===== src/rtl/gemm_pkg.sv =====
// Shared definitions for the GEMM sequencer: FSM encoding, default derived
// constants and the counter-width helper.
package gemm_pkg;

  typedef enum logic [1:0] {
    IDLE = 2'd0,
    RUN  = 2'd1,
    DONE = 2'd2
  } state_t;

  localparam int DEF_NUM_CHUNK = 96 / 16;
  localparam int DEF_CHUNK_CYC = 1 + 16;

  function automatic int clog2(input int value);
    int r;
    r = 0;
    while ((1 << r) < value) r++;
    return r;
  endfunction

  // Never let a counter collapse to zero bits when a count of one is requested.
  function automatic int cnt_w(input int value);
    int r;
    r = clog2(value);
    return (r < 1) ? 1 : r;
  endfunction

endpackage


===== src/rtl/gemm_acc.sv =====
// One signed accumulator for a PE array column: sign-extends each chunk
// result and adds it on enable; clear wins over enable.
module gemm_acc
  import gemm_pkg::*;
#(
  parameter int IN_W  = 24,
  parameter int ACC_W = 32
) (
  input  logic                    clk,
  input  logic                    rst,
  input  logic                    clr,
  input  logic                    en,
  input  logic signed [IN_W-1:0]  din,
  output logic signed [ACC_W-1:0] acc
);

  logic signed [ACC_W-1:0] r_acc;
  logic signed [ACC_W-1:0] w_din_ext;

  assign w_din_ext = ACC_W'(din);

  always_ff @(posedge clk or posedge rst) begin
    if (rst) begin
      r_acc <= '0;
    end else if (clr) begin
      r_acc <= '0;
    end else if (en) begin
      r_acc <= r_acc + w_din_ext;
    end
  end

  assign acc = r_acc;

endmodule


===== src/rtl/gemm_ctrl.sv =====
// Sequencer for the 2-column PE array: steps chunk addresses, holds each one
// until the array output settles, accumulates both columns, hands off on valid/ready.
module gemm_ctrl
  import gemm_pkg::*;
#(
  parameter int DATA_WIDTH   = 8,
  parameter int PE_OUT_WIDTH = 24,
  parameter int ARRAY_N      = 16,
  parameter int CHANNEL      = 96,
  parameter int RD_LAT       = 1,
  parameter int GEMM_LAT     = 16,
  parameter int ACC_WIDTH    = 32,
  parameter int ADDR_WIDTH   = 8
) (
  input  logic                           clk,
  input  logic                           rst,
  input  logic                           start,
  input  logic        [ADDR_WIDTH-1:0]   base_inp_addr,
  input  logic        [ADDR_WIDTH-1:0]   base_wgt_addr,
  output logic                           busy,
  output logic                           mem_rd_en,
  output logic        [ADDR_WIDTH-1:0]   inp_addr,
  output logic        [ADDR_WIDTH-1:0]   wgt_addr,
  input  logic signed [PE_OUT_WIDTH-1:0] gemm_result1,
  input  logic signed [PE_OUT_WIDTH-1:0] gemm_result2,
  output logic                           out_valid,
  input  logic                           out_ready,
  output logic signed [ACC_WIDTH-1:0]    out_data1,
  output logic signed [ACC_WIDTH-1:0]    out_data2
);

  localparam int NUM_CHUNK = CHANNEL / ARRAY_N;
  localparam int CHUNK_CYC = RD_LAT + GEMM_LAT;
  localparam int CHUNK_W   = cnt_w(NUM_CHUNK);
  localparam int HOLD_W    = cnt_w(CHUNK_CYC);

  localparam logic [CHUNK_W-1:0] CHUNK_LAST = CHUNK_W'(NUM_CHUNK - 1);
  localparam logic [HOLD_W-1:0]  HOLD_LAST  = HOLD_W'(CHUNK_CYC - 1);

  if (CHANNEL % ARRAY_N != 0) begin : g_chk_channel
    $error("CHANNEL must be a multiple of ARRAY_N");
  end
  if (ACC_WIDTH < PE_OUT_WIDTH) begin : g_chk_acc
    $error("ACC_WIDTH must be at least PE_OUT_WIDTH");
  end
  if (PE_OUT_WIDTH < 2 * DATA_WIDTH) begin : g_chk_pe
    $error("PE_OUT_WIDTH too narrow for DATA_WIDTH products");
  end

  state_t                  r_state;
  state_t                  w_state_nxt;
  logic                    w_acc_clr;
  logic                    w_acc_en;
  logic                    w_chunk_end;
  logic [CHUNK_W-1:0]      r_chunk_cnt;
  logic [CHUNK_W-1:0]      w_chunk_inc;
  logic [HOLD_W-1:0]       r_hold_cnt;
  logic [ADDR_WIDTH-1:0]   r_base_inp;
  logic [ADDR_WIDTH-1:0]   r_base_wgt;
  logic [ADDR_WIDTH-1:0]   r_inp_addr;
  logic [ADDR_WIDTH-1:0]   r_wgt_addr;
  logic                    r_busy;
  logic                    r_mem_rd_en;
  logic                    r_out_valid;

  assign w_chunk_inc = r_chunk_cnt + 1'b1;

  always_ff @(posedge clk or posedge rst) begin
    if (rst) begin
      r_state <= IDLE;
    end else begin
      r_state <= w_state_nxt;
    end
  end

  always_comb begin
    w_state_nxt = r_state;
    w_acc_clr   = 1'b0;
    w_acc_en    = 1'b0;
    w_chunk_end = 1'b0;
    case (r_state)
      IDLE: begin
        if (start) begin
          w_state_nxt = RUN;
          w_acc_clr   = 1'b1;
        end
      end
      RUN: begin
        if (r_hold_cnt == HOLD_LAST) begin
          w_chunk_end = 1'b1;
          w_acc_en    = 1'b1;
          if (r_chunk_cnt == CHUNK_LAST) w_state_nxt = DONE;
        end
      end
      DONE: begin
        if (out_ready) w_state_nxt = IDLE;
      end
      default: w_state_nxt = IDLE;
    endcase
  end

  // Status flags are registered from the next state so they line up with it.
  always_ff @(posedge clk or posedge rst) begin
    if (rst) begin
      r_chunk_cnt <= '0;
      r_hold_cnt  <= '0;
      r_base_inp  <= '0;
      r_base_wgt  <= '0;
      r_inp_addr  <= '0;
      r_wgt_addr  <= '0;
      r_busy      <= 1'b0;
      r_mem_rd_en <= 1'b0;
      r_out_valid <= 1'b0;
    end else begin
      r_busy      <= (w_state_nxt != IDLE);
      r_mem_rd_en <= (w_state_nxt == RUN);
      r_out_valid <= (w_state_nxt == DONE);
      if (r_state == IDLE && start) begin
        r_base_inp  <= base_inp_addr;
        r_base_wgt  <= base_wgt_addr;
        r_inp_addr  <= base_inp_addr;
        r_wgt_addr  <= base_wgt_addr;
        r_chunk_cnt <= '0;
        r_hold_cnt  <= '0;
      end else if (r_state == RUN) begin
        if (w_chunk_end) begin
          r_hold_cnt  <= '0;
          r_chunk_cnt <= w_chunk_inc;
          if (r_chunk_cnt != CHUNK_LAST) begin
            r_inp_addr <= r_base_inp + ADDR_WIDTH'(w_chunk_inc);
            r_wgt_addr <= r_base_wgt + ADDR_WIDTH'(w_chunk_inc);
          end
        end else begin
          r_hold_cnt <= r_hold_cnt + 1'b1;
        end
      end
    end
  end

  gemm_acc #(
    .IN_W  (PE_OUT_WIDTH),
    .ACC_W (ACC_WIDTH)
  ) u_acc1 (
    .clk (clk),
    .rst (rst),
    .clr (w_acc_clr),
    .en  (w_acc_en),
    .din (gemm_result1),
    .acc (out_data1)
  );

  gemm_acc #(
    .IN_W  (PE_OUT_WIDTH),
    .ACC_W (ACC_WIDTH)
  ) u_acc2 (
    .clk (clk),
    .rst (rst),
    .clr (w_acc_clr),
    .en  (w_acc_en),
    .din (gemm_result2),
    .acc (out_data2)
  );

  assign busy      = r_busy;
  assign mem_rd_en = r_mem_rd_en;
  assign inp_addr  = r_inp_addr;
  assign wgt_addr  = r_wgt_addr;
  assign out_valid = r_out_valid;

endmodule

===== config.mk =====
export PLATFORM = sky130hd
export DESIGN_NAME = gemm_ctrl
export DESIGN_NICKNAME = d
export VERILOG_FILES = /design/src/rtl/gemm_pkg.sv /design/src/rtl/gemm_acc.sv /design/src/rtl/gemm_ctrl.sv
export SDC_FILE = /design/constraint.sdc
export NUM_CORES = 1
export LEC_CHECK = 0
export CORE_MARGIN = 2
export CORE_UTILIZATION = 30
export DETAILED_ROUTE_END_ITERATION = 10
export SETUP_SLACK_MARGIN = 0.3
export SLEW_MARGIN = 20
export SYNTH_ARGS = -nofsm -noshare
export SYNTH_HDL_FRONTEND = slang
export SYNTH_SLANG_ARGS = --single-unit

===== constraint.sdc =====
create_clock -name clk -period 4.5 [get_ports clk]
set_input_delay 0.9 -clock clk [delete_from_list [all_inputs] [get_ports clk]]
set_output_delay 0.9 -clock clk [all_outputs]
set_load 0.03 [all_outputs]

==> key figures, run 1 <==
Outcome
  – Run status: finished, final reports clean

Final layout
  – # nets final: 1188
  – Antenna Diode Count: 0
  – End-of-flow core utilization: just under 40%
  – Layout overhead on the synthesized area: 27.9%
  – Proportion of layout cells with a drive suffix above 1: between 5 and 6%

Synth
  – Top cells by area in the synthesized netlist: dfrtp_1 (34%), ha_1 (11%), nand2_1 (5.9%)
  – Total nets after synthesis: between 1000 and 1500
  – Total standard cell area after synthesis: between 7000 and 8000 µm²
  – Number of enable flip-flop cells after synthesis: 0
  – Most frequently used cell type in the post-synthesis netlist: nand2_1
  – Fraction of post-synthesis cell area in the top cell type by area: roughly 34%
  – Post-synthesis instance total: 916
  – Number of unique standard cell types used by synthesis: 74
  – Most numerous cell types in the synthesized netlist: nand2_1 (124), dfrtp_1 (109), o21ai_0 (80)
  – Synthesis-stage register bit count: approximately 110
  – Part of the Yosys area used for sequential elements: about a third
  – Post-synth ARST share: between 90% and 100%
  – Area leader, netlist: dfrtp_1
  – Mean area per synthesized cell: between 8 and 9 µm²
  – Synth warnings: 0
  – Flip-flop cell with the highest count after synthesis: dfrtp_1

Clocking
  – Post-CTS clock slew at the launch and capture registers of the worst setup and hold paths: approximately 0.08 ns
  – Root Buffer Master: clkbuf_16
  – Hold Buf Count CTS: 0
  – Cells resized by post-CTS repair: 0
  – Num CTS Buffers: 9
  – # clock sinks: 109
  – Setup Buffers After CTS: 0
  – Number of levels the H-tree was split into: 3
  – Insertion delay of the later-clocked pin in the worst-skew pair: 0.36 ns
  – CTS tree: yes
  – Longest Clk Path Bufs: 2

Pwr
  – Power per cell area: roughly 640 nW/µm²
  – Int Power: approximately 3.6 mW
  – Portion of total power attributed to combinational logic: 61.8%
  – Power consumption: about 6.5 mW
  – Leakage: about 4.5 nW
  – Part of the total power dissipated in sequential elements: about a quarter
  – Max rail drop VDD: roughly 0.37 mV
  – Clock power share: around 15%
  – Total net switching power: 2.97 mW
  – Switching share of power: between 40% and 50%

Worst setup path
  – Critical path cell sequence: clkdlybuf4s50_1, ha_1, fa_1, a211oi_1, o21ai_1, a41oi_2, o311ai_1, a41o_1, o21ai_1, mux2i_1, o311ai_1
  – Setup slack on the worst flop-to-flop path: 1.47 ns
  – R2R cell count: 10
  – Critical path fanouts, max: 6
  – Startpoint type of the worst setup path: input pin
  – Crit path arrival time: around 3.8 ns
  – Sort of element at the end of the critical path: register
  – Largest incremental delay on the critical path: roughly 0.43 ns
  – Worst Path Required: roughly 4.7 ns
  – Critical Setup Path Class: input pin to register
  – Endpoint of the worst register-to-register path: u_acc1.acc[22]
  – Reg-to-Reg Start: u_acc1.acc[0]
  – Critical path origin: gemm_result1[0]
  – Termination of the worst setup path: u_acc1.acc[22]
  – Critical-path cell with the highest stage delay: fa_1

Timing
  – RSZ-0062 raised after global routing: false
  – Share of the clock period used by the worst path: 79.8%
  – Final hold viol count: 0
  – Minimum hold slack: 0.481 ns
  – Slew Limit Fails: 0
  – Slew at the pin closest to its max-slew limit: between 0.8 and 0.9 ns
  – Worst-case headroom to the max-slew limit: roughly two fifths
  – Number of failing setup endpoints in the final timing report: 0
  – Post-layout worst setup margin: roughly 0.9 ns
  – Max Clock Skew: roughly 0.016 ns
  – Final setup TNS: 0 ns
  – Maximum clock rate: ~0.28 GHz
  – Final critical delay including setup and external delays: roughly 3.6 ns

GRT
  – Total track usage: between 15 and 20%
  – Antenna violations before repair: 0
  – Largest net degree at the start of global routing: 65
  – Global-route wire length before repair: 36.5 mm
  – Number of global-route vias before repair: about 7100
  – Final global-route overflow total: 0

Placed design
  – Place WS: 0.537 ns
  – Number of port buffers: 150
  – RD Place Congestion: about 0.86
  – Detailed placement HPWL: about 16 mm

Routing
  – Total via count after detailed routing: roughly 7000
  – Post-detailed-route via-to-cell ratio: roughly 5
  – Mean routed wirelength per cell: approximately 16 µm
  – Final Routed Wirelength: 21.9 mm
  – Number of design rule violations left after detail routing: 0
  – Count of routing violations after the opening detailed-route iteration: 487
  – Router iterations before antenna repair: 5
  – Detail Route Antenna Nets: 0

Floorplanning
  – Die Y-Extent: 167 µm
  – Die outline area: approximately 28000 µm²
  – Core area: roughly 26000 µm²
  – Top Ports: roughly 150
  – Initial core utilization: a little under a third
  – X dimension of the die: between 150 and 200 µm
  – Rows: a little under 60

Min path
  – Hold crit path type: register to register

Job
  – Maximum Capacitance Violations: 0
how the worst min path moves through the flow:
stage | endpoint | from | cells after the start | slack [ns]
floorplan | r_base_wgt[0] | r_base_wgt[0] | 2 | 0.45
global placement | r_base_wgt[0] | r_base_wgt[0] | 2 | 0.46
detailed placement | r_base_wgt[0] | r_base_wgt[0] | 2 | 0.47
CTS | r_base_wgt[0] | r_base_wgt[0] | 2 | 0.49
global route | wgt_addr[5] | wgt_addr[5] | 2 | 0.52
finish | wgt_addr[5] | wgt_addr[5] | 2 | 0.48
per-stage QoR:
step	std cells	instance area (µm²)
2_1_floorplan	916	7950
3_3_place_gp	1368	9810
3_5_place_dp	1368	9810
4_1_cts	1384	10200
5_1_grt	1384	10200
6_report	1384	10200
power groups by stage:
stage	Sequential [mW]	Clock [mW]	Combinational (mW)
final	1.53	0.967	4.04
after global routing	1.58	1.02	4.45
after CTS	1.54	0.999	4.05
after detailed placement	1.56	0	4.02
after global placement	1.55	0	4.01
after floorplan	2.05	0	2.32
flip-flops by register name, summed over array words and instances, names as in the netlist:
name,count
r_chunk_cnt,3
r_hold_cnt,5
busy,1
r_state,2
r_base_wgt,8
u_acc1.acc,32
inp_addr,8
u_acc2.acc,32
wgt_addr,8
r_base_inp,8
out_valid,1
mem_rd_en,1
layer usage:
layer | part of all wire (%) | global-route usage [%] | vias to the layer above | wire length [µm]
li1 | - | - | 3581 | -
met1 | 50 | 22.5 | 3330 | 11000
met2 | 45 | 25.5 | 149 | 9740
met3 | 4.2 | 2.57 | 14 | 912
met4 | 1.1 | 3.60 | 0 | 232
met5 | 0 | 0 | - | 0
worst max-delay path: cells and delay by family:
| kind | cells | cell delay [ns] |
|---|---|---|
| muxes | 1 | 0.19 |
| buffers and inverters | 1 | 0.40 |
| AOI/OAI and AO/OA | 7 | 1.65 |
| adders and majority gates | 2 | 0.66 |
area by class of cell:
class | instances | area (µm²)
Timing Repair Buffer | 158 | 1570
Inverter | 23 | 88.8
Fill cell | 2643 | 15900
Multi-Input combinational cell | 743 | 5000
Clock buffer | 10 | 239
Clock inverter | 6 | 116
Sequential cell | 109 | 2730
Tap cell | 335 | 419
layout by cell type (no fill, tap or decap), drive strengths merged, types with 4 or more instances in the layout:
cell	count
nand2	124
a31oi	8
nor3b	4
a211o	4
nand2b	7
nor3	14
o21ai	102
clkbuf	10
a21oi	67
buf	8
xor2	36
nor2	32
o21bai	6
nand3	60
a21o	23
inv	25
nor2b	5
o21a	11
dfrtp	109
xnor2	28
o31ai	9
and2	10
a21boi	11
nand4	13
mux2i	7
fa	4
or3	6
a211oi	15
and3	9
clkdlybuf4s50	150
ha	72
o211ai	14
cells by family after synthesis:
| family | Yosys count | share of synthesized area [%] |
|---|---|---|
| AO/OA/AOI/OAI | 294 | 23.8 |
| multiplexers | 9 | 1.17 |
| adder cells (fa/ha/maj) | 76 | 12.3 |
| AND/OR/NAND/NOR | 300 | 18.3 |
| XOR/XNOR | 64 | 7.05 |
| buffers and inverters | 64 | 3.05 |
| flip-flops | 109 | 34.3 |
Note: power is estimated with default switching activity, not from simulation.
==> run 2, diff against run 1 <==
Clock period 4.5 ns to 3.6 ns, I/O delays scaled along.
==> key figures, run 2 (synthesis results as in run 1) <==
Routing
  – Post-detailed-route via-to-cell ratio: about 5.2
  – Detail Route Antenna Nets: 0
  – Router iterations before antenna repair: 5
  – Total via count after detailed routing: 7394
  – Count of routing violations after the opening detailed-route iteration: between 300 and 400
  – Final Routed Wirelength: about 22 mm
  – Mean routed wirelength per cell: 15.9 µm
  – Number of design rule violations left after detail routing: 0

Worst setup path
  – Critical path fanouts, max: 3
  – Critical path cell sequence: clkdlybuf4s50_1, ha_1, buf_4, a211oi_2, o21ai_2, o2111a_4, nor4b_2, o31ai_1, or3_1, and2_4, o211ai_2
  – Sort of element at the end of the critical path: register
  – Crit path arrival time: about 3.4 ns
  – Critical Setup Path Class: input pin to register
  – Critical-path cell with the highest stage delay: clkdlybuf4s50_1
  – Startpoint type of the worst setup path: input pin
  – Worst Path Required: about 4 ns
  – Largest incremental delay on the critical path: 0.41 ns

Clocking
  – # clock sinks: between 100 and 150
  – Insertion delay of the later-clocked pin in the worst-skew pair: around 0.36 ns
  – Num CTS Buffers: 9
  – Root Buffer Master: clkbuf_16
  – CTS tree: yes
  – Longest Clk Path Bufs: 2
  – Hold Buf Count CTS: 0
  – Post-CTS clock slew at the launch and capture registers of the worst setup and hold paths: ~0.08 ns
  – Number of levels the H-tree was split into: 3

Final layout
  – Layout overhead on the synthesized area: 30.9%
  – Most common cell after layout, fill and taps aside: clkdlybuf4s50_1
  – Antenna Diode Count: 0
  – # nets final: approximately 1200
  – Register area: 2730 µm²
  – Proportion of layout cells with a drive suffix above 1: approximately 8.1%
  – Area of the multi-input gates: around 5000 µm²
  – FILL cells: 2640
  – Commonest cells after routing, fill and taps aside: clkdlybuf4s50_1 (150), nand2_1 (122), dfrtp_1 (109)
  – End-of-flow core utilization: roughly two fifths

Timing
  – Final critical delay including setup and external delays: approximately 3.2 ns
  – Post-layout worst setup margin: 0.445 ns
  – Slew Limit Fails: 0
  – Maximum clock rate: approximately 0.32 GHz
  – Final hold viol count: 0
  – RSZ-0062 raised after global routing: true
  – Slew at the pin closest to its max-slew limit: around 0.93 ns
  – Share of the clock period used by the worst path: between 80% and 90%
  – Final setup TNS: 0 ns
  – Max Clock Skew: ~0.011 ns
  – Worst-case headroom to the max-slew limit: between 30% and 40%
  – Number of failing setup endpoints in the final timing report: 0

Floorplanning
  – Rows: 59
  – X dimension of the die: about 170 µm
  – Initial core utilization: 30.5%
  – Die outline area: 27800 µm²
  – Top Ports: between 150 and 200
  – Die Y-Extent: between 150 and 200 µm
  – Core area: between 20000 and 30000 µm²

Placed design
  – Detailed placement HPWL: 16.6 mm
  – Number of port buffers: 150
  – Place WS: -0.0116 ns
  – RD Place Congestion: ~0.84

Min path
  – Hold crit path type: register to register

GRT
  – Antenna violations before repair: 0
  – Number of global-route vias before repair: 7204
  – Global-route wire length before repair: around 37 mm
  – Total track usage: between 15 and 20%
  – Final global-route overflow total: 0
  – Largest net degree at the start of global routing: 67

Pwr
  – Max rail drop VDD: 0.395 mV
  – Power consumption: 8.34 mW
  – Leakage: 4.66 nW
  – Power per cell area: approximately 800 nW/µm²

Job
  – Maximum Capacitance Violations: 0

Outcome
  – Run status: finished, final reports clean
[run 2: changes by cell type in the layout (fill, tap and decap cells not counted), sizes merged]
cell | before | now
clkinvlp | 0 | 1
bufinv | 3 | 2
buf | 8 | 35
[run 2: layout make-up]
type | count | area share (%)
multi-input combinational | 743 | 48.3
sequential | 109 | 26.2
timing repair buffer | 185 | 17.4
tap | 335 | 4.03
clock buffer | 10 | 2.30
clock inverter | 6 | 0.878
inverter | 23 | 0.866
[run 2: final timing paths]
kind	slack (ns)	startpoint	to	depth (start not counted)
min	0.48	inp_addr[6]	inp_addr[6]	2
max	0.45	gemm_result2[0]	u_acc2.acc[31]	11
max reg2reg	0.84	u_acc2.acc[0]	u_acc2.acc[31]	10
max in group asynchronous	2.05	rst	u_acc1.acc[28]	3
min in group asynchronous	0.86	rst	u_acc2.acc[4]	2
min reg2reg	0.48	inp_addr[6]	inp_addr[6]	2
[run 2: metrics by stage]
stage / hold WS, ns / cell area [µm²] / instances
2_1_floorplan: 0.450 / 7950 / 916
3_3_place_gp: 0.464 / 10000 / 1394
3_5_place_dp: 0.465 / 10000 / 1394
4_1_cts: 0.491 / 10400 / 1410
5_1_grt: 0.511 / 10400 / 1411
6_report: 0.483 / 10400 / 1411
[run 2: what timing repair did]
| action | CTS | global route |
|---|---|---|
| setup buffers | 0 | 1 |
| endpoints found under the setup margin | 0 | 13 |
| gates resized for setup | 0 | 5 |
[run 2: worst max-delay path: cells and delay by family]
| family | cells | cell delay, ns |
|---|---|---|
| adder cells (fa/ha/maj) | 1 | 0.26 |
| AO/OA/AOI/OAI | 5 | 1.02 |
| AND/OR/NAND/NOR | 3 | 0.86 |
| buffers and inverters | 2 | 0.57 |
[run 2: layer usage]
| layer | part of all wire (%) | track usage (%) | wire, µm | vias up |
|---|---|---|---|---|
| met2 | 46 | 26.5 | 10400 | 186 |
| met4 | 1.0 | 3.37 | 227 | 0 |
| li1 | - | - | - | 3638 |
| met5 | 0 | 0 | 0 | - |
| met3 | 4.5 | 3.07 | 1000 | 17 |
| met1 | 48 | 21.9 | 10800 | 3553 |
[run 2: power breakdown]
group | switching, mW | internal, mW | leakage [nW] | total, mW
combinational | 2.94 | 2.33 | 3.16 | 5.27
clock | 0.511 | 0.637 | 0.164 | 1.15
sequential | 0.349 | 1.58 | 1.34 | 1.93
total | 3.80 | 4.54 | 4.66 | 8.34
==> run 3, diff against run 2 <==
Settings changed: CTS_CLUSTER_DIAMETER set to 30, CTS_CLUSTER_SIZE set to 12, PLACE_DENSITY set to 0.53.
==> key figures, run 3 (synthesis results as in run 1) <==
Routing
  – Post-detailed-route via-to-cell ratio: between 5 and 6
  – Total via count after detailed routing: 7202
  – Number of design rule violations left after detail routing: 0
  – Final Routed Wirelength: approximately 22 mm
  – Router iterations before antenna repair: 5
  – Mean routed wirelength per cell: 15.9 µm
  – Detail Route Antenna Nets: 0
  – Count of routing violations after the opening detailed-route iteration: 403

Pwr
  – Max rail drop VDD: ~0.44 mV
  – Portion of total power attributed to combinational logic: 64.0%
  – Int Power: about 4.4 mW
  – Clock power share: between 10% and 20%
  – Leakage: ~4.6 nW
  – Power per cell area: approximately 800 nW/µm²
  – Total net switching power: roughly 3.8 mW
  – Part of the total power dissipated in sequential elements: 23.2%
  – Switching share of power: 46.4%

GRT
  – Global-route wire length before repair: about 37 mm
  – Total track usage: ~16%
  – Largest net degree at the start of global routing: between 60 and 70
  – Antenna violations before repair: 0
  – Number of global-route vias before repair: 7287
  – Final global-route overflow total: 0

Timing
  – RSZ-0062 raised after global routing: true
  – Final critical delay including setup and external delays: around 3.2 ns
  – Number of failing setup endpoints in the final timing report: 0
  – Final setup TNS: 0 ns
  – Share of the clock period used by the worst path: roughly nine tenths
  – Max Clock Skew: 0.00814 ns
  – Final hold viol count: 0
  – Slew Limit Fails: 0
  – Maximum clock rate: roughly 0.32 GHz
  – Worst-case headroom to the max-slew limit: a little under two fifths
  – Slew at the pin closest to its max-slew limit: 0.939 ns
  – Minimum hold slack: between 0.4 and 0.5 ns

Clocking
  – Number of levels the H-tree was split into: 3
  – CTS tree: yes
  – Longest Clk Path Bufs: 2
  – Insertion delay of the later-clocked pin in the worst-skew pair: 0.36 ns
  – Num CTS Buffers: 9
  – Post-CTS clock slew at the launch and capture registers of the worst setup and hold paths: roughly 0.08 ns
  – Root Buffer Master: clkbuf_16
  – Hold Buf Count CTS: 0
  – # clock sinks: ~110

Worst setup path
  – Crit path arrival time: ~3.4 ns
  – Critical path origin: gemm_result2[0]
  – Critical-path cell with the highest stage delay: clkdlybuf4s50_1
  – Setup slack on the worst flop-to-flop path: 0.81 ns
  – Reg-to-Reg Start: u_acc2.acc[0]
  – Largest incremental delay on the critical path: 0.42 ns
  – Startpoint type of the worst setup path: input pin
  – Worst Path Required: roughly 3.8 ns
  – Critical Setup Path Class: input pin to register
  – Sort of element at the end of the critical path: register
  – R2R cell count: 10
  – Endpoint of the worst register-to-register path: u_acc2.acc[17]
  – Termination of the worst setup path: u_acc2.acc[17]
  – Critical path cell sequence: clkdlybuf4s50_1, ha_1, buf_4, a211oi_2, o21ai_2, o2111a_4, or3_4, a21o_1, a31oi_1, mux2i_1, o311ai_1
  – Critical path fanouts, max: 3

Placed design
  – Number of port buffers: 150
  – # placed instances: 1395
  – RD Place Congestion: between 0.8 and 0.9
  – Detailed placement HPWL: about 17 mm
  – Cell area after placement: about 10000 µm²

Job
  – Maximum Capacitance Violations: 0

Final layout
  – Layout overhead on the synthesized area: 30.0%
  – Area of the multi-input gates: 5010 µm²
  – Commonest cells after routing, fill and taps aside: clkdlybuf4s50_1 (150), nand2_1 (122), dfrtp_1 (109)
  – Proportion of layout cells with a drive suffix above 1: between 7 and 8%
  – Antenna Diode Count: 0
  – FILL cells: approximately 2700
  – Fin cells: roughly 1400
  – End-of-flow core utilization: between 30% and 40%
  – # nets final: 1215
  – Most common cell after layout, fill and taps aside: clkdlybuf4s50_1
  – Register area: 2730 µm²
  – Final design area excluding fillers: about 10000 µm²

Floorplanning
  – Die outline area: 27800 µm²
  – X dimension of the die: ~170 µm
  – Initial core utilization: 30.5%
  – Core area: around 26000 µm²
  – Top Ports: 151
  – Rows: slightly below 60
  – Die Y-Extent: 167 µm

Min path
  – Hold crit path type: register to register
  – Startpoint of the tightest hold check path: r_base_wgt[0]

Outcome
  – Run status: finished, final reports clean
[run 3: metrics by stage]
step           setup slack [ns]  total power [mW]
2_1_floorplan             0.521              5.46
3_3_place_gp            0.00288              7.18
3_5_place_dp            -0.0254              7.19
4_1_cts                   0.343              8.29
5_1_grt                   0.287              8.92
6_report                  0.425              8.24
[run 3: how the worst min path moves through the flow]
stage	to	slack, ns	cells past startpoint
2_1_floorplan	r_base_wgt[0]	0.45	2
6_report	r_base_wgt[0]	0.48	2
5_1_grt	wgt_addr[1]	0.53	2
4_1_cts	r_base_wgt[0]	0.49	2
3_5_place_dp	inp_addr[0]	0.46	1
3_3_place_gp	r_base_wgt[0]	0.46	2
[run 3: area by class of cell]
class | instances | share of cell area (%)
Clock buffer | 10 | 2.31
Clock inverter | 6 | 0.606
Inverter | 23 | 0.872
Multi-Input combinational cell | 743 | 48.5
Sequential cell | 109 | 26.4
Tap cell | 335 | 4.06
Timing Repair Buffer | 185 | 17.2
[run 3: critical path: cells and delay by family]
family          cells  cell delay, ns
fa+ha+maj           1            0.25
compound gates      6            1.25
mux                 1            0.24
buf+inv             2            0.57
simple gates        1            0.38
[run 3: power groups by stage]
| stage | sequential (mW) | clock [mW] | combinational [mW] |
|---|---|---|---|
| global route | 1.98 | 1.13 | 5.81 |
| CTS | 1.93 | 1.09 | 5.27 |
| detailed placement | 1.95 | 0 | 5.23 |
| finish | 1.92 | 1.05 | 5.28 |
| global placement | 1.94 | 0 | 5.24 |
| floorplan | 2.57 | 0 | 2.90 |
[run 3: timing repair]
item                                    4_1_cts  5_1_grt
buffers inserted                              0        0
resized for setup                             0        4
endpoints found under the setup margin        0       15
[run 3: routing by layer]
layer / share of wire (%) / track usage [%] / up-vias
met3: 4.0 / 3.07 / 13
li1: - / - / 3639
met5: 0 / 0 / -
met2: 46 / 27.0 / 151
met1: 49 / 22.1 / 3399
met4: 0.95 / 3.45 / 0
==> RTL change 1, RTL diff (settings of run 2) <==
Change the parameter `ACC_WIDTH` from 32 to 40.
--- a/src/rtl/gemm_ctrl.sv
+++ b/src/rtl/gemm_ctrl.sv
@@ -11,3 +11,3 @@
   parameter int GEMM_LAT     = 16,
-  parameter int ACC_WIDTH    = 32,
+  parameter int ACC_WIDTH    = 40,
   parameter int ADDR_WIDTH   = 8
Ports: changed (resized out_data1 and out_data2); port bits go from 151 to 167. The function was not compared with the original's and may differ.
==> RTL change 1 against run 2 <==
  * Via count increased by 15%
  * Sequential power up 32%
  * Count of clock-buffer cells in the layout up 8
  * Area after synthesis is 12% higher
  * Setup slack got worse by 0.093 ns
  * Routed wire length increased by 16%
  * Total power up 38%
  * Clock skew rose by 0.0022 ns
  * Cell area up 22%
  * First-iteration DRC count rose by 0.56%
  * Sequential cell count rose by 16
  * Highest routed layer unchanged
==> RTL change 1: results (changes against run 2) <==
fin_skew_ns: 0.0133  # +0.00220 ns
p_leak_nw: 5.97  # +28%
ir_drop_mv: 0.356  # -9.9%
met3_usage_pct: 3.38  # +0.32 points
cp.arrival_ns: 3.55  # +0.11 ns
min_to: "wgt_addr[4]"
nets: 1461  # +20%
pg_comb_mw: 7.31  # +39%
ys_top_cells_by_area: "dfrtp_1 35%, ha_1 12%, o21ai_0 6.2%"
worstHoldStart: "wgt_addr[4]"
min_period_ns: 3.25  # +0.0933 ns
dp_hpwl_mm: 19.3  # +16%
drt_iter0_markers: 362  # +0.56%
grt_util_all_layers_pct: 16.8  # +0.76 points
synth.avg_cell_area_um2: 8.66  # -0.17%
finalPower_mw: 11.5  # +38%
vias: 8520  # +15%
postCtsSetupRepairBufs: 18  # +18
place.gp.congestion: 0.846  # +1.2%
ys_types: 64  # -14%
dr.pass1.iters: 4  # -1
r2r_cells: 20  # +10
pwr-share-seq_pct: 22.1  # -1.0 points
ys_seq_area_share_pct: 35.0  # +0.71 points
reg2reg_slack_ns: 0.55  # -0.29 ns
cts_buffers: 17  # +8
use_met2_pct: 28.9  # +2.4 points
totalWireLength_mm: 26.1  # +16%
portBuffers: 166  # +11%
cp_top_family: "buffers and inverters"
wl_met3_mm: 1.16  # +16%
p_int_mw: 6.33  # +39%
dp_slack_ns: -0.241  # -0.229 ns
cp_max_fo: 2  # -1
clock_latency_ns: 0.42  # +0.06 ns
r2r_end: "u_acc2.acc[4]"
wl_met2_mm: 12.7  # +22%
grt.met1_usage_pct: 21.2  # -0.71 points
outcome: "complete, no violations"
final_layout_size_suffix_gt1_share_pct: 15.8  # +7.7 points
[RTL change 1: cell count changes after synthesis, moves of 16 or more]
cell     delta
ha_1       +16
dfrtp_1    +16
o21ai_0    +31
a21o_1     +25
nor2_1     +16
[RTL change 1: logic make-up (layout without fill, tap and decap cells)]
group | after synthesis | after routing | synth area share (%)
other | 0 | 1 | 0
flip-flops | 125 | 125 | 35.0
AND/OR/NAND/NOR | 332 | 332 | 17.0
AO/OA/AOI/OAI | 327 | 327 | 23.1
adder cells (fa/ha/maj) | 92 | 92 | 13.2
multiplexers | 7 | 7 | 0.813
XOR/XNOR | 82 | 82 | 8.04
buffers and inverters | 66 | 349 | 2.77
[RTL change 1: layout make-up]
cell class,count,area [um^2]
Fill cell,2920,16800
Timing Repair Buffer,291,2650
Multi-Input combinational cell,840,5750
Sequential cell,125,3130
Tap cell,390,488
Clock buffer,18,439
Clock inverter,14,123
Antenna cell,1,2.50
Inverter,26,101
==> RTL change 2, RTL diff (config.mk and constraints of run 2) <==
Without the edit above. Encoding of `state_t`: now one-hot (3 bits for 3 states).
--- a/src/rtl/gemm_pkg.sv
+++ b/src/rtl/gemm_pkg.sv
@@ -4,6 +4,6 @@
 
-  typedef enum logic [1:0] {
-    IDLE = 2'd0,
-    RUN  = 2'd1,
-    DONE = 2'd2
+  typedef enum logic [2:0] {
+    IDLE = 3'b001,
+    RUN  = 3'b010,
+    DONE = 3'b100
   } state_t;
Behaviour: same outputs for any inputs over 10 cycles, from zero or initial values and one cycle with rst high; not proved beyond that.
==> RTL change 2 against run 2 <==
  * Area after synthesis is 2.1% lower
  * Cell area is 0.73% lower
  * Total power is 0.26% higher
  * Critical path type unchanged
  * Critical path depth is 3 higher
  * Routed wire length is 3.9% lower
  * Die area is 2.0% lower
  * Via count is 4.4% lower
  * Sequential cell count is 1 higher
  * Setup slack worse by 0.025 ns
  * Clock skew is 0.0074 ns higher
==> RTL change 2: results (changes against run 2) <==
outcome: "complete, no violations"
n_all_inverters: 20  # -13%
wl_met2_mm: 9.74  # -6.3%
use_met2_pct: 26.5  # -0.042 points
r2r_start: "u_acc2.acc[0]"
grt_max_degree: 76  # +13%
ys_top_cells_by_count: "136 x nand2_1, 109 x dfrtp_1, 104 x o21ai_0"
ctsResizeCount: 3  # +3
syn_inst: 914  # -0.22%
place.gp.congestion: 0.838  # +0.23%
n_fill_cell: 2545  # -3.6%
postCtsSetupRepairBufs: 2  # +2
drt_iter0_markers: 421  # +17%
cts_sinks: 110  # +0.92%
dp_hpwl_mm: 15.7  # -5.6%
fp.coreArea_um2: 25300  # -2.8%
nMultiInputCombCells: 745  # +0.27%
wl_met3_mm: 1.14  # +14%
grt_pass1_vias: 6940  # -3.7%
critical-path-max-stage-delay_ns: 0.46  # +0.05 ns
finalCritPeriodShare_pct: 88.3  # +0.71 points
finalPower_mw: 8.36  # +0.26%
nNonClkBuffers: 197  # +6.5%
multi_input_area_share_pct: 47.2  # -1.1 points
p_leak_nw: 4.64  # -0.41%
layout.nonclk_buf_share_pct: 18.3  # +0.88 points
ys_seq_area_share_pct: 35.4  # +1.1 points
pg_clk_mw: 1.07  # -7%
antenna_found_initial: 1  # +1
highest_layer: "met5"
met3_usage_pct: 3.60  # +0.53 points
dpl-instance-area_um2: 9920  # -1.2%
-- RTL change 2: changes by cell type in the layout (fill, tap and decap cells not counted), moves of 13 or more --
cell,run 2,this run
o21ai_0,80,101
nand2_1,122,135
o21ai_1,20,7
buf_4,31,44
a21oi_1,65,78
nor2_1,32,53
-- RTL change 2: cell families after synthesis --
group	after synthesis	share of synthesized area (%)
xor+xnor	64	7.20
compound gates	288	22.7
mux	9	1.22
buf+inv	59	2.89
simple gates	308	17.9
fa+ha+maj	76	12.6
flops	110	35.4
-- RTL change 2: worst min path at each step --
| stage | depth (start not counted) | end | from |
|---|---|---|---|
| floorplan | 2 | r_base_inp[0] | r_base_inp[0] |
| global placement | 2 | r_base_inp[0] | r_base_inp[0] |
| detailed placement | 2 | r_base_inp[0] | r_base_inp[0] |
| CTS | 2 | r_base_inp[0] | r_base_inp[0] |
| global route | 2 | r_base_wgt[0] | r_base_wgt[0] |
| finish | 2 | r_base_inp[0] | r_base_inp[0] |
